`config.mk`:
```
export PLATFORM = sky130hd
export DESIGN_NAME = codec_init_sequencer
export DESIGN_NICKNAME = d
export VERILOG_FILES = /design/src/rtl/codec_init_sequencer.sv
export SDC_FILE = /design/constraint.sdc
export NUM_CORES = 1
export LEC_CHECK = 0
export CAP_MARGIN = 20
export CORE_MARGIN = 2
export CORE_UTILIZATION = 44
export DETAILED_ROUTE_END_ITERATION = 6
export PLACE_DENSITY = 0.77
export SYNTH_ARGS = -nofsm -noshare
export SYNTH_HDL_FRONTEND = slang
export SYNTH_SLANG_ARGS = --single-unit
```
`constraint.sdc`:
```
create_clock -name i2c_clk -period 1.9 [get_ports i2c_clk]
set_clock_uncertainty 0.15 [all_clocks]
set_input_delay 0.19 -clock i2c_clk [delete_from_list [all_inputs] [get_ports i2c_clk]]
set_output_delay 0.19 -clock i2c_clk [all_outputs]
set_load 0.05 [all_outputs]
```
`src/rtl/codec_init_sequencer.sv`:
```
// Walks INIT_TABLE entry by entry and offers each address/data word to an I2C master.
// Define CODEC_INIT_RETRY_EN to re-send NACKed entries up to MAX_RETRIES times.
module codec_init_sequencer #(
  parameter int ADDR_W        = 7,
  parameter int DATA_W        = 9,
  parameter int NUM_REGS      = 10,
  parameter logic [NUM_REGS*(ADDR_W+DATA_W)-1:0] INIT_TABLE = '0,
  parameter int SETTLE_CYCLES = 4,
  parameter int MAX_RETRIES   = 3
) (
  input  logic                          i2c_clk,
  input  logic                          reset,
  input  logic                          start,
  output logic [ADDR_W+DATA_W-1:0]      reg_and_data,
  output logic                          valid,
  input  logic                          ready,
  input  logic                          xfer_done,
  input  logic                          ack_ok,
  output logic [$clog2(NUM_REGS+1)-1:0] index,
  output logic                          done,
  output logic                          error,
  output logic [2:0]                    state_dbg
);
  localparam int WORD_W = ADDR_W + DATA_W;
  localparam int IDX_W  = $clog2(NUM_REGS + 1);
  localparam logic [IDX_W-1:0] LAST_IDX = IDX_W'(NUM_REGS - 1);
  localparam logic [7:0] SETTLE_LAST = (SETTLE_CYCLES > 1) ? 8'(SETTLE_CYCLES - 1) : 8'd0;

  typedef enum logic [2:0] {
    IDLE   = 3'd0,
    LOAD   = 3'd1,
    SEND   = 3'd2,
    WAIT   = 3'd3,
    SETTLE = 3'd4,
    DONE   = 3'd5,
    ERROR  = 3'd6
  } state_t;

  state_t     state, state_n;
  logic [7:0] settle_cnt;
  logic       settle_end;
  logic       last_entry;
  logic       restart;
  logic       can_retry;

  assign settle_end = (settle_cnt == SETTLE_LAST);
  assign last_entry = (index == LAST_IDX);
  assign restart    = ((state == DONE) || (state == ERROR)) && start;

`ifdef CODEC_INIT_RETRY_EN
  logic [3:0] retry_cnt;

  assign can_retry = (retry_cnt < 4'(MAX_RETRIES));

  always_ff @(posedge i2c_clk or posedge reset) begin
    if (reset) begin
      retry_cnt <= '0;
    end else if (restart) begin
      retry_cnt <= '0;
    end else if ((state == WAIT) && xfer_done) begin
      if (ack_ok) begin
        retry_cnt <= '0;
      end else if (can_retry) begin
        retry_cnt <= retry_cnt + 4'd1;
      end
    end
  end
`else
  assign can_retry = 1'b0;
`endif

  always_ff @(posedge i2c_clk or posedge reset) begin
    if (reset) begin
      state <= IDLE;
    end else begin
      state <= state_n;
    end
  end

  // Handshake: the master takes reg_and_data on the rising edge where valid && ready are
  // both high; until then valid stays asserted and the word does not change.
  always_comb begin
    state_n = state;
    unique case (state)
      IDLE:    state_n = LOAD;
      LOAD:    state_n = SEND;
      SEND:    if (ready) state_n = WAIT;
      WAIT: begin
        if (xfer_done) begin
          if (ack_ok)         state_n = SETTLE;
          else if (can_retry) state_n = LOAD;
          else                state_n = ERROR;
        end
      end
      SETTLE:  if (settle_end) state_n = last_entry ? DONE : LOAD;
      DONE:    if (start) state_n = LOAD;
      ERROR:   if (start) state_n = LOAD;
      default: state_n = IDLE;
    endcase
  end

  always_ff @(posedge i2c_clk or posedge reset) begin
    if (reset) begin
      index        <= '0;
      settle_cnt   <= '0;
      reg_and_data <= '0;
    end else begin
      if (restart) begin
        index <= '0;
      end else if ((state == SETTLE) && settle_end && !last_entry) begin
        index <= index + IDX_W'(1);
      end

      // A zero-length settle still passes through SETTLE for one cycle.
      if ((state == SETTLE) && !settle_end) begin
        settle_cnt <= settle_cnt + 8'd1;
      end else begin
        settle_cnt <= '0;
      end

      if (state == LOAD) begin
        reg_and_data <= INIT_TABLE[int'(index)*WORD_W +: WORD_W];
      end
    end
  end

  assign valid     = (state == SEND);
  assign done      = (state == DONE);
  assign error     = (state == ERROR);
  assign state_dbg = state;

endmodule

```
* Yosys cells after proc, flatten, opt, wreduce, memory -nomap -nowiden
Index checks and enable logic that the tools add are counted.
Cells by class: eq/ne operators 12, muxes and demuxes 10, $add $sub $neg 2, shift-type cells 1, reductions and logical operators 11
Operator list (count):
- $shiftx A160 B9 Y16 const A | 1
- $pmux W3 S6 | 1
- $mux W3 | 5
- $eq A3 B3 Y1 const B | 3
- $add A8 B1 Y8 const B | 1
- $eq A8 B2 Y1 const B | 1
- $mux W4 | 2
- $mux W8 | 1
- $eq A3 B2 Y1 const B | 2
- $add A4 B1 Y4 const B | 1
- $eq A4 B4 Y1 const B | 1
- $logic_and A1 B1 Y1 | 4
- $ne A2 B1 Y1 const B | 2
- $ne A2 B2 Y1 const B | 2
- $reduce_and A4 Y1 | 1
- $eq A3 B1 Y1 const B | 1
- $logic_not A3 Y1 | 1
- $logic_not A1 Y1 | 2
- $mux W2 | 1
- $reduce_bool A2 Y1 | 1
- $reduce_or A2 Y1 | 1
- $logic_or A1 B1 Y1 | 1
Word-level totals: logic and storage cells 40, register bits 31, output and inout bits 26

* Depth between registers and ports, before layout
depth after elaboration 5, gate-level depth with buffers 6

* Worst setup path before layout
Ideal clock, no wire load.
kind flip-flop to output port, start point register state[1] (netlist: state_dbg[1]), end point output port valid, slack -0.142 ns, data arrival time 1.702 ns, cell stages (with the launch flop) 3, cells stage by stage dfrtp_1 and2b_1 nor2b_1
On the way: word-level cells in the longest chain between the ends 1
RTL lines:
- from (decl) | RTL line 39 | state_t state, state_n;
- from (signal assigned) | RTL line 76 | state <= state_n;
- $eq A3 B2 Y1 | RTL line 127 | assign valid = (state == SEND);
- to (decl) | RTL line 15 | output logic valid,
Every way passes these cells.

* Final worst setup path
start point register settle_cnt[0], end point register index[3]
On the way: word-level cells in the longest chain between the ends 4
RTL lines:
- from (decl) | RTL line 40 | logic [7:0] settle_cnt;
- from (signal assigned) | RTL line 116 | settle_cnt <= settle_cnt + 8'd1;
- $eq A8 B2 Y1 | RTL line 46 | assign settle_end = (settle_cnt == SETTLE_LAST);
- $logic_and A1 B1 Y1 (2 in series) | RTL line 110 | end else if ((state == SETTLE) && settle_end && !last_entry) begin
- $reduce_bool A2 Y1 (no line)
- to (signal assigned) | RTL line 111 | index <= index + IDX_W'(1);
- to (decl) | RTL line 19 | output logic [$clog2(NUM_REGS+1)-1:0] index,
Every way passes these cells. A chain may end at the register's enable or synchronous reset.

==> results.py <==
metrics = {
    "global_route": {
        "globalRouteOverflowTotal": 0,
        "grt_pass1_vias": 674,
        "maximum_number_of_pins_on_one_net_before_global_route_repair": 16,
        "global_route.usage.total": 0.1543,
        "antenna_found_initial": 0,
        "grt_pass1_wl_um": 2925,
    },
    "floorplan": {
        "io_pins": 32,
        "design.die.area_um2": 2561,
        "core_um2": 2002,
        "vert_die_dim_um": 50.61,
        "die_width_um": 50.61,
        "num_rows": 16,
        "start_util": 0.4775,
    },
    "logic_synthesis": {
        "postSynthAreaPerCell_um2": 9.656,
        "synthArstFlopShare": 1.000,
        "ys.warnings.count": 0,
        "syn_inst": 99,
        "seq_area_frac_synth": 0.3927,
        "syn_area_um2": 955.9,
        "synth_cell_types": 30,
        "synth_flop_cell": "sky130_fd_sc_hd__dfrtp_1",
        "synth_enable_flop_cells": 0,
        "yosys_register_bits": 15,
    },
    "final_layout": {
        "nFillCells": 191,
        "final_cell_mix": "sky130_fd_sc_hd__conb_1, sky130_fd_sc_hd__dfrtp_1, sky130_fd_sc_hd__buf_4",
        "antenna_cells": 0,
        "drive_gt1_frac": 0.2479,
        "finish.cell_count_without_fillers": 148,
        "layout.nets": 131,
        "area_delta_synth_final_pct": 24.74,
        "mostFrequentLayoutCell": "sky130_fd_sc_hd__conb_1",
    },
    "power": {
        "clock_power_share": 0.136,
        "power.switching_fraction": 0.4772,
        "pwr-share-comb": 0.529,
        "power_density_nw_per_um2": 1212,
        "cellInternalPower_uw": 755.2,
        "ir_drop_uv": 1017,
        "power.leakage_nw": 0.5805,
        "p_seq_frac": 0.335,
        "power.net_switching_uw": 689.4,
    },
    "timing": {
        "setup_viol_count_final": 0,
        "rsz0062_at_grt": "false",
        "max-slew-margin-rel": 0.6194,
        "fin_setup_tns_ps": 0,
        "worst-slew-pin-transition_ps": 570.3,
        "slew_violations": 0,
        "timing.fmax_mhz": 563.0,
        "period_share": 0.9348,
        "timing.hold.ws_ps": 85.84,
        "period_needed_ps": 1776,
        "timing_hold_violations_final": 0,
    },
    "routing": {
        "vias": 711,
        "routed_wirelength_um": 1790,
        "routed_wire_length_per_instance_um": 12.09,
        "initial_drt_pass_iterations": 5,
        "routed_via_count_divided_by_cell_count": 4.804,
        "wl_met3_um": 99,
        "detail_route.drc_violations": 0,
        "drt-initial-drc-count": 8,
        "highest-signal-layer": "met4",
        "dr_wl_met2_um": 922,
        "final_antenna_net_count": 0,
        "m1WireLength_um": 744,
    },
    "critical_path": {
        "beginning_of_the_worst_register_to_register_path": "settle_cnt[0]",
        "worstSetupEndpointType": "flop",
        "r2r-end": "index[3]",
        "start_kind": "flop",
        "worst-endpoint-required_ps": 1980,
        "worstPathMaxFanout": 7,
        "timing.setup.critical_path_class": "flop to flop",
        "worst-r2r-setup-slack_ps": 120,
        "worstRegToRegCells": 5,
        "cp_data_arrival_time_ps": 1860,
    },
    "clock_tree": {
        "bufs_on_longest_clock_path": 2,
        "cts_root_cell": "sky130_fd_sc_hd__clkbuf_4",
        "tritoncts": "built",
        "clkSlewWorstSetupHoldPaths_ps": 100,
        "htree_num_levels": 1,
        "insertion_delay_ps": 300,
        "cts_num_sinks": 15,
        "numCtsBuffers": 3,
    },
    "worst_hold_path": {
        "hp-class": "input pin to asynchronous set/reset pin",
    },
    "place": {
        "place.port_buffers": 15,
        "finalWeightedCongestion": 0.7834,
        "post-place-cells": 140,
        "post-dp-hpwl_um": 1293,
    },
    "flow_run": {
        "cap_viol_max_count": 0,
    },
    "run_status": {
        "outcome": "completed",
    },
}
worst max path at each step:
stage,start,to,slack [ps],cells past startpoint
floorplan,index[0],index[3],40,5
global placement,settle_cnt[0],index[3],120,5
detailed placement,settle_cnt[0],index[3],50,5
CTS,settle_cnt[0],index[3],10,5
global route,settle_cnt[0],index[2],9,5
finish,settle_cnt[0],index[3],120,5
per-stage QoR:
stage          setup WS [ps]    util  cell area [um^2]  total power, mW
6_report               123.9  0.5956              1192            1.445
3_3_place_gp           115.4  0.5494              1100            1.215
3_5_place_dp           46.28  0.5494              1100            1.228
5_1_grt                9.202  0.5956              1192            1.534
2_1_floorplan          41.96       -              1018            1.012
4_1_cts                11.87  0.5631              1127            1.426
state kept, by name, indices dropped and copies added, names as in the netlist:
| name | cells |
|---|---|
| settle_cnt | 8 |
| state_dbg | 3 |
| index | 4 |
logic make-up (layout without fill, tap and decap cells):
kind of cell,Yosys count,count (layout),synth area share
XOR/XNOR,8,8,0.07330
buffers and inverters,21,28,0.1492
adder cells (fa/ha/maj),3,3,0.03927
AND/OR/NAND/NOR,36,36,0.2291
flip-flops,15,15,0.3927
multiplexers,1,1,0.01047
AO/OA/AOI/OAI,14,14,0.1021
other,1,16,0.003923
final cells by class:
type	instances	area, um^2	share of cell area
Multi-Input combinational cell	78	526.8	0.4418
Sequential cell	15	379.1	0.3179
Clock inverter	1	5.005	0.004197
Inverter	4	15.01	0.01259
Timing Repair Buffer	20	210.2	0.1763
Tap cell	27	33.78	0.02833
Clock buffer	3	22.52	0.01889
power groups by stage:
| stage | combinational (mW) | sequential (mW) | clock (mW) |
|---|---|---|---|
| 2_1_floorplan | 0.431 | 0.581 | 0 |
| 3_3_place_gp | 0.732 | 0.483 | 0 |
| 3_5_place_dp | 0.742 | 0.486 | 0 |
| 4_1_cts | 0.745 | 0.481 | 0.201 |
| 5_1_grt | 0.820 | 0.497 | 0.216 |
| 6_report | 0.765 | 0.484 | 0.196 |
metal layers:
layer,vias to the layer above,GRT usage
met5,-,0
met4,0,0.06757
met3,3,0.05655
met2,21,0.2478
met1,337,0.1840
li1,350,-
timing repair:
item | 4_1_cts | 5_1_grt
endpoints found under the setup margin | 0 | 5
hold buffers | 0 | 0
setup buffers | 0 | 4
hold endpoints to repair | 0 | 0
gates resized for setup | 0 | 6
cell usage after synthesis, types with 2 or more instances:
cell type | number | area share
sky130_fd_sc_hd__a21oi_1 | 6 | 0.031
sky130_fd_sc_hd__a32oi_1 | 2 | 0.018
sky130_fd_sc_hd__and3_1 | 3 | 0.020
sky130_fd_sc_hd__buf_4 | 17 | 0.13
sky130_fd_sc_hd__dfrtp_1 | 15 | 0.39
sky130_fd_sc_hd__ha_1 | 3 | 0.039
sky130_fd_sc_hd__inv_1 | 4 | 0.016
sky130_fd_sc_hd__nand2_1 | 5 | 0.020
sky130_fd_sc_hd__nand3_1 | 6 | 0.031
sky130_fd_sc_hd__nor2_1 | 8 | 0.031
sky130_fd_sc_hd__nor2b_1 | 2 | 0.013
sky130_fd_sc_hd__nor3b_2 | 2 | 0.026
sky130_fd_sc_hd__o21ai_0 | 2 | 0.010
sky130_fd_sc_hd__or3_1 | 2 | 0.013
sky130_fd_sc_hd__xor2_1 | 7 | 0.064
worst max-delay path, stage by stage, from the launching register on:
cell and delay, ps:
sky130_fd_sc_hd__dfrtp_1 440, sky130_fd_sc_hd__ha_4 180, sky130_fd_sc_hd__nor3b_4 240, sky130_fd_sc_hd__o2111ai_4 200, sky130_fd_sc_hd__or3_1 380, sky130_fd_sc_hd__a21oi_1 140
(Power assumes the default switching activity.)
